--- src/rtl/sha_pkg.sv ---
// Shared SHA-256 types, schedule constants and the small-sigma functions
// used by the message schedule expansion.
package sha_pkg;

    localparam int SHA_ROUNDS      = 64;
    localparam int SHA_BLOCK_WORDS = 16;

    typedef logic [31:0]  sha_word_t;
    typedef logic [511:0] sha_block_t;

    typedef enum logic [0:0] {
        ST_IDLE = 1'b0,
        ST_RUN  = 1'b1
    } sched_state_t;

    function automatic sha_word_t sigma0(input sha_word_t x);
        return {x[6:0], x[31:7]} ^ {x[17:0], x[31:18]} ^ {3'b000, x[31:3]};
    endfunction

    function automatic sha_word_t sigma1(input sha_word_t x);
        return {x[16:0], x[31:17]} ^ {x[18:0], x[31:19]} ^ {10'b0000000000, x[31:10]};
    endfunction

endpackage

--- src/rtl/sha_schedule_window.sv ---
// Sliding 16-word window of the SHA-256 message schedule; w[0] is the word
// currently presented, w[15] receives the newly expanded word on each shift.
module sha_schedule_window
    import sha_pkg::*;
(
    input  logic         clk,
    input  logic         rst,
    input  logic         load,
    input  logic         shift,
    input  logic [511:0] block,
    output logic [31:0]  W
);

    sha_word_t w_r [SHA_BLOCK_WORDS];
    sha_word_t expand_s;

    // Next schedule word W_{t+16} from the window holding W_t..W_{t+15}.
    always_comb begin
        expand_s = sigma1(w_r[14]) + w_r[9] + sigma0(w_r[1]) + w_r[0];
    end

    // Window register: clear, load from block (W_0 in the top word), or shift.
    always_ff @(posedge clk) begin
        if (rst) begin
            for (int i = 0; i < SHA_BLOCK_WORDS; i++) begin
                w_r[i] <= 32'h0000_0000;
            end
        end else if (load) begin
            for (int i = 0; i < SHA_BLOCK_WORDS; i++) begin
                w_r[i] <= block[511 - 32*i -: 32];
            end
        end else if (shift) begin
            for (int i = 0; i < SHA_BLOCK_WORDS - 1; i++) begin
                w_r[i] <= w_r[i + 1];
            end
            w_r[SHA_BLOCK_WORDS - 1] <= expand_s;
        end else begin
            for (int i = 0; i < SHA_BLOCK_WORDS; i++) begin
                w_r[i] <= w_r[i];
            end
        end
    end

    assign W = w_r[0];

endmodule

--- src/rtl/sha_message_scheduler.sv ---
// SHA-256 message scheduler: block handshake, round counter and schedule feed.
// Optional abort input is enabled by defining SHA_SCHED_ABORT_EN.
module sha_message_scheduler
    import sha_pkg::*;
(
    input  logic         clk,
    input  logic         rst,
`ifdef SHA_SCHED_ABORT_EN
    input  logic         abort,
`endif
    input  logic         block_valid,
    input  logic [511:0] block,
    output logic         block_ready,
    output logic [5:0]   counter,
    output logic [31:0]  W,
    output logic         done
);

    localparam logic [5:0] LAST_ROUND = 6'(SHA_ROUNDS - 1);

    sched_state_t state_r, state_s;
    logic [5:0]   counter_r, counter_s;
    logic         done_r, done_s;
    logic         abort_s, handshake_s, load_s, shift_s;

`ifdef SHA_SCHED_ABORT_EN
    assign abort_s = abort;
`else
    assign abort_s = 1'b0;
`endif

    assign block_ready = (counter_r == 6'd0) && !rst && !abort_s;
    assign handshake_s = block_valid && block_ready;

    // Next state: a handshake always restarts at round 1 (covers the
    // zero-bubble reload at the wrap); done is set one cycle ahead so it
    // is registered yet lands on the cycle counter reads 0.
    always_comb begin
        state_s   = state_r;
        counter_s = counter_r;
        done_s    = 1'b0;
        load_s    = 1'b0;
        shift_s   = 1'b0;
        if (handshake_s) begin
            state_s   = ST_RUN;
            counter_s = 6'd1;
            load_s    = 1'b1;
        end else if ((state_r == ST_RUN) && !abort_s && (counter_r != 6'd0)) begin
            state_s   = ST_RUN;
            counter_s = counter_r + 6'd1;
            shift_s   = 1'b1;
            done_s    = (counter_r == LAST_ROUND);
        end else begin
            state_s   = ST_IDLE;
            counter_s = 6'd0;
        end
    end

    // State, counter and done registers.
    always_ff @(posedge clk) begin
        if (rst) begin
            state_r   <= ST_IDLE;
            counter_r <= 6'd0;
            done_r    <= 1'b0;
        end else begin
            state_r   <= state_s;
            counter_r <= counter_s;
            done_r    <= done_s;
        end
    end

    sha_schedule_window u_window (
        .clk   (clk),
        .rst   (rst),
        .load  (load_s),
        .shift (shift_s),
        .block (block),
        .W     (W)
    );

    assign counter = counter_r;
    assign done    = done_r;

endmodule

--- config.mk ---
export PLATFORM = sky130hd
export DESIGN_NAME = sha_message_scheduler
export DESIGN_NICKNAME = d
export VERILOG_FILES = /design/src/rtl/sha_pkg.sv /design/src/rtl/sha_schedule_window.sv /design/src/rtl/sha_message_scheduler.sv
export SDC_FILE = /design/constraint.sdc
export NUM_CORES = 1
export LEC_CHECK = 0
export ABC_AREA = 1
export CORE_ASPECT_RATIO = 1.1
export CORE_UTILIZATION = 57
export DETAILED_ROUTE_END_ITERATION = 8
export PLACE_DENSITY = 0.95
export SLEW_MARGIN = 10
export SYNTH_ARGS = -nofsm -noshare
export SYNTH_HDL_FRONTEND = slang
export SYNTH_HIERARCHICAL = 1
export SYNTH_SLANG_ARGS = --single-unit
--- constraint.sdc ---
create_clock -name clk -period 16.6 [get_ports clk]
set_clock_uncertainty 0.1 [all_clocks]
set_input_delay 4.15 -clock clk [delete_from_list [all_inputs] [get_ports clk]]
set_output_delay 4.15 -clock clk [all_outputs]
set_load 0.1 [all_outputs]
==> impl_metrics.tcl <==
set metrics [dict create \
    coreArea_um2 49000 \
    routed-via-count 24600 \
    syn_to_final_growth_pct 25.2 \
    synth_top_family_by_area "simple AND/OR/NAND/NOR gates" \
    drv_cap 0 \
    hp-class "flip-flop to flip-flop" \
    first_iter_violations 3682 \
    postCtsHoldBufs 0 \
    critPathKind "input pin to output port" \
    wl_um 102000 \
    use_met3_pct 9.13 \
    ys_ff_latch 520 \
    final_cell_mix "nand2_1, clkdlybuf4s50_1, edfxtp_1" \
    irDropWorstVdd_uv 94.4 \
    cp_max_fo 4 \
    die_w_um 215 \
    ys_warn_count 6 \
    postRouteAntennaNets 0 \
    synth-compound-area-share_pct 5.55 \
    grt_setup_unrepaired "false" \
    finalWeightedCongestion 1.00 \
    yosysSeqAreaShare_pct 54.9 \
    period_minus_slack_ns 10.43 \
    final_common_cell "nand2_1" \
    critPathMaxStageDelay_ns 1.15 \
    grt_antenna_before_repair 12 \
    fmax_mhz 95.9 \
    met2_usage_pct 63.2 \
    cts_resized 0 \
    power_density_nw_per_um2 122 \
    finalNonFillerCells 4154 \
    die_area_um2 50600 \
    path_delay_family "buffers and inverters" \
    synth_area_um2 28300 \
    post-synth-top-area-fraction_pct 54.3 \
    required_ns 12.35 \
    cp-end-kind "output port" \
    clockRootBuffer "clkbuf_16" \
    cp_cell_sequence "clkdlybuf4s50_1, nor2_4, clkdlybuf4s50_1" \
    synthTopCellsByArea "edfxtp_1, nand2_1, nand3_1" \
    worstPathArrival_ns 6.18 \
    final_layout_size_suffix_gt1_share_pct 2.87 \
    cts_tree "yes" \
    cts.sinks 520 \
    met1_usage_pct 47.3 \
    status "complete, no violations" \
    clk_latency_ns 0.62 \
    firstDrtPassIters 8 \
    htreeDepth 2 \
    fp-row-count 85 \
    worst_pin_slew_ns 1.14 \
    drc 0 \
    vias_per_cell 5.93 \
    grt_overflow_total 0 \
    final_nets 4062 \
    synth_mux_area_share_pct 0 \
    first_global_vias 23200 \
    syn_inst 3026 \
    utilization_pct 72.3 \
    start_kind "input pin" \
    synthXorXnorAreaFrac_pct 4.05 \
    port_buffers 554 \
    yosysTopAreaCell "edfxtp_1" \
    placed_cells 4052 \
    cts_setup_buffers 0 \
    cts_buffer_depth 3 \
    syn-num-nets 3636 \
    tns_ns 0 \
    cp_num_buf_inv 2 \
    hpwl_um 74900 \
    cts_buffers 50 \
    grt_max_degree 234 \
    synth.distinct_cells 35 \
    placed_area_um2 33900 \
    final_area_um2 35500 \
    drv_slew 0 \
    synth_area_per_cell_um2 9.36 \
    start_util_pct 57.8 \
    synth_adder_area_share_pct 5.84 \
    crit_slowest_cell "clkdlybuf4s50_1" \
    hold_violations 0 \
    grt-busiest-layer "met2" \
    clkTransAtPathRegs_ns 0.06 \
    path_common_cell "clkdlybuf4s50_1" \
    yosys.area_share.simple_pct 21.8 \
    whs_ns 0.405 \
    pin_count 555 \
    finalSetupViolations 0 \
    cellLeakagePower_nw 15.6 \
    die_y_um 236 \
    slew_headroom_pct 24.1 \
    grt_use_total_pct 39.6 \
    r2r_slack_ns 11.48 \
    grt_pass1_wl_um 145000 \
    fin_crit_sh_pct 62.8 \
    post_drt_wl_per_cell_um 24.6 \
]
-- worst min-delay path, cell delays in order, from the launching register on --
cell and delay, ns:
edfxtp_1 0.32, nand2_1 0.05, nand2_1 0.04
-- metrics by stage --
stage,power (mW),setup slack [ns]
6_report,4.33,6.17
5_1_grt,4.52,6.14
4_1_cts,4.28,6.16
3_5_place_dp,3.19,6.17
3_3_place_gp,3.16,6.16
2_1_floorplan,2.61,5.92
-- sequential cells by signal, summed over array words and instances (netlist names) --
signal / cells
counter: 6
done: 1
state_r: 1
u_window/w_r: 512
-- logic make-up (layout without fill, tap and decap cells) --
logic type | after synthesis | after routing
adder cells (fa/ha/maj) | 95 | 95
AND/OR/NAND/NOR | 1498 | 1498
XOR/XNOR | 131 | 131
flip-flops | 520 | 520
other | 0 | 16
AO/OA/AOI/OAI | 244 | 244
buffers and inverters | 538 | 998
-- cell type report --
cell class              instances  area [um^2]
well taps                     652          816
multi-input cells            1968        10600
repair buffers                573         5700
fillers                      3266        13600
inverters                     339         1280
clock inverters                23          199
flip-flops and latches        520        15500
diodes                         16         40.0
clock buffers                  63         1320
-- Yosys cell counts --
master	n
a21o_1	2
fa_1	62
a21oi_1	24
a32o_1	66
xnor2_1	55
nand4_1	5
a21boi_0	1
inv_4	1
ha_1	33
nor3_1	4
nor2_2	1
xor2_1	76
nand3b_1	2
and2_1	3
o21ai_0	145
nor2_1	291
nor2_4	1
edfxtp_1	512
dfxtp_1	8
and3_1	1
clkbuf_1	68
buf_2	72
inv_2	1
buf_1	22
o211ai_1	2
o21ai_1	1
nand2_1	821
buf_4	37
inv_1	337
nand3_2	2
o21bai_1	3
nand3_1	364
nand2_2	1
nand2_4	1
nor2_8	1
-- power breakdown --
| group | internal, mW | switching (mW) |
|---|---|---|
| Combinational | 0.532 | 1.05 |
| Clock | 0.596 | 0.505 |
| Sequential | 1.57 | 0.0790 |
| Total | 2.69 | 1.64 |
-- worst paths after layout --
| path | start | to | cells after the start |
|---|---|---|---|
| max | rst | block_ready | 3 |
| max reg2reg | counter[0] | u_window/w_r[0][46] | 13 |
| min | u_window/w_r[3][10] | u_window/w_r[2][42] | 2 |
| min reg2reg | u_window/w_r[3][10] | u_window/w_r[2][42] | 2 |
-- metal layers --
layer  routed length, um  vias to the layer above
li1                    -                    10800
met1               34500                    11500
met2               47100                     1947
met3               11600                      423
met4                8750                        4
met5                  27                        -
Note: power is estimated with default switching activity, not from simulation.
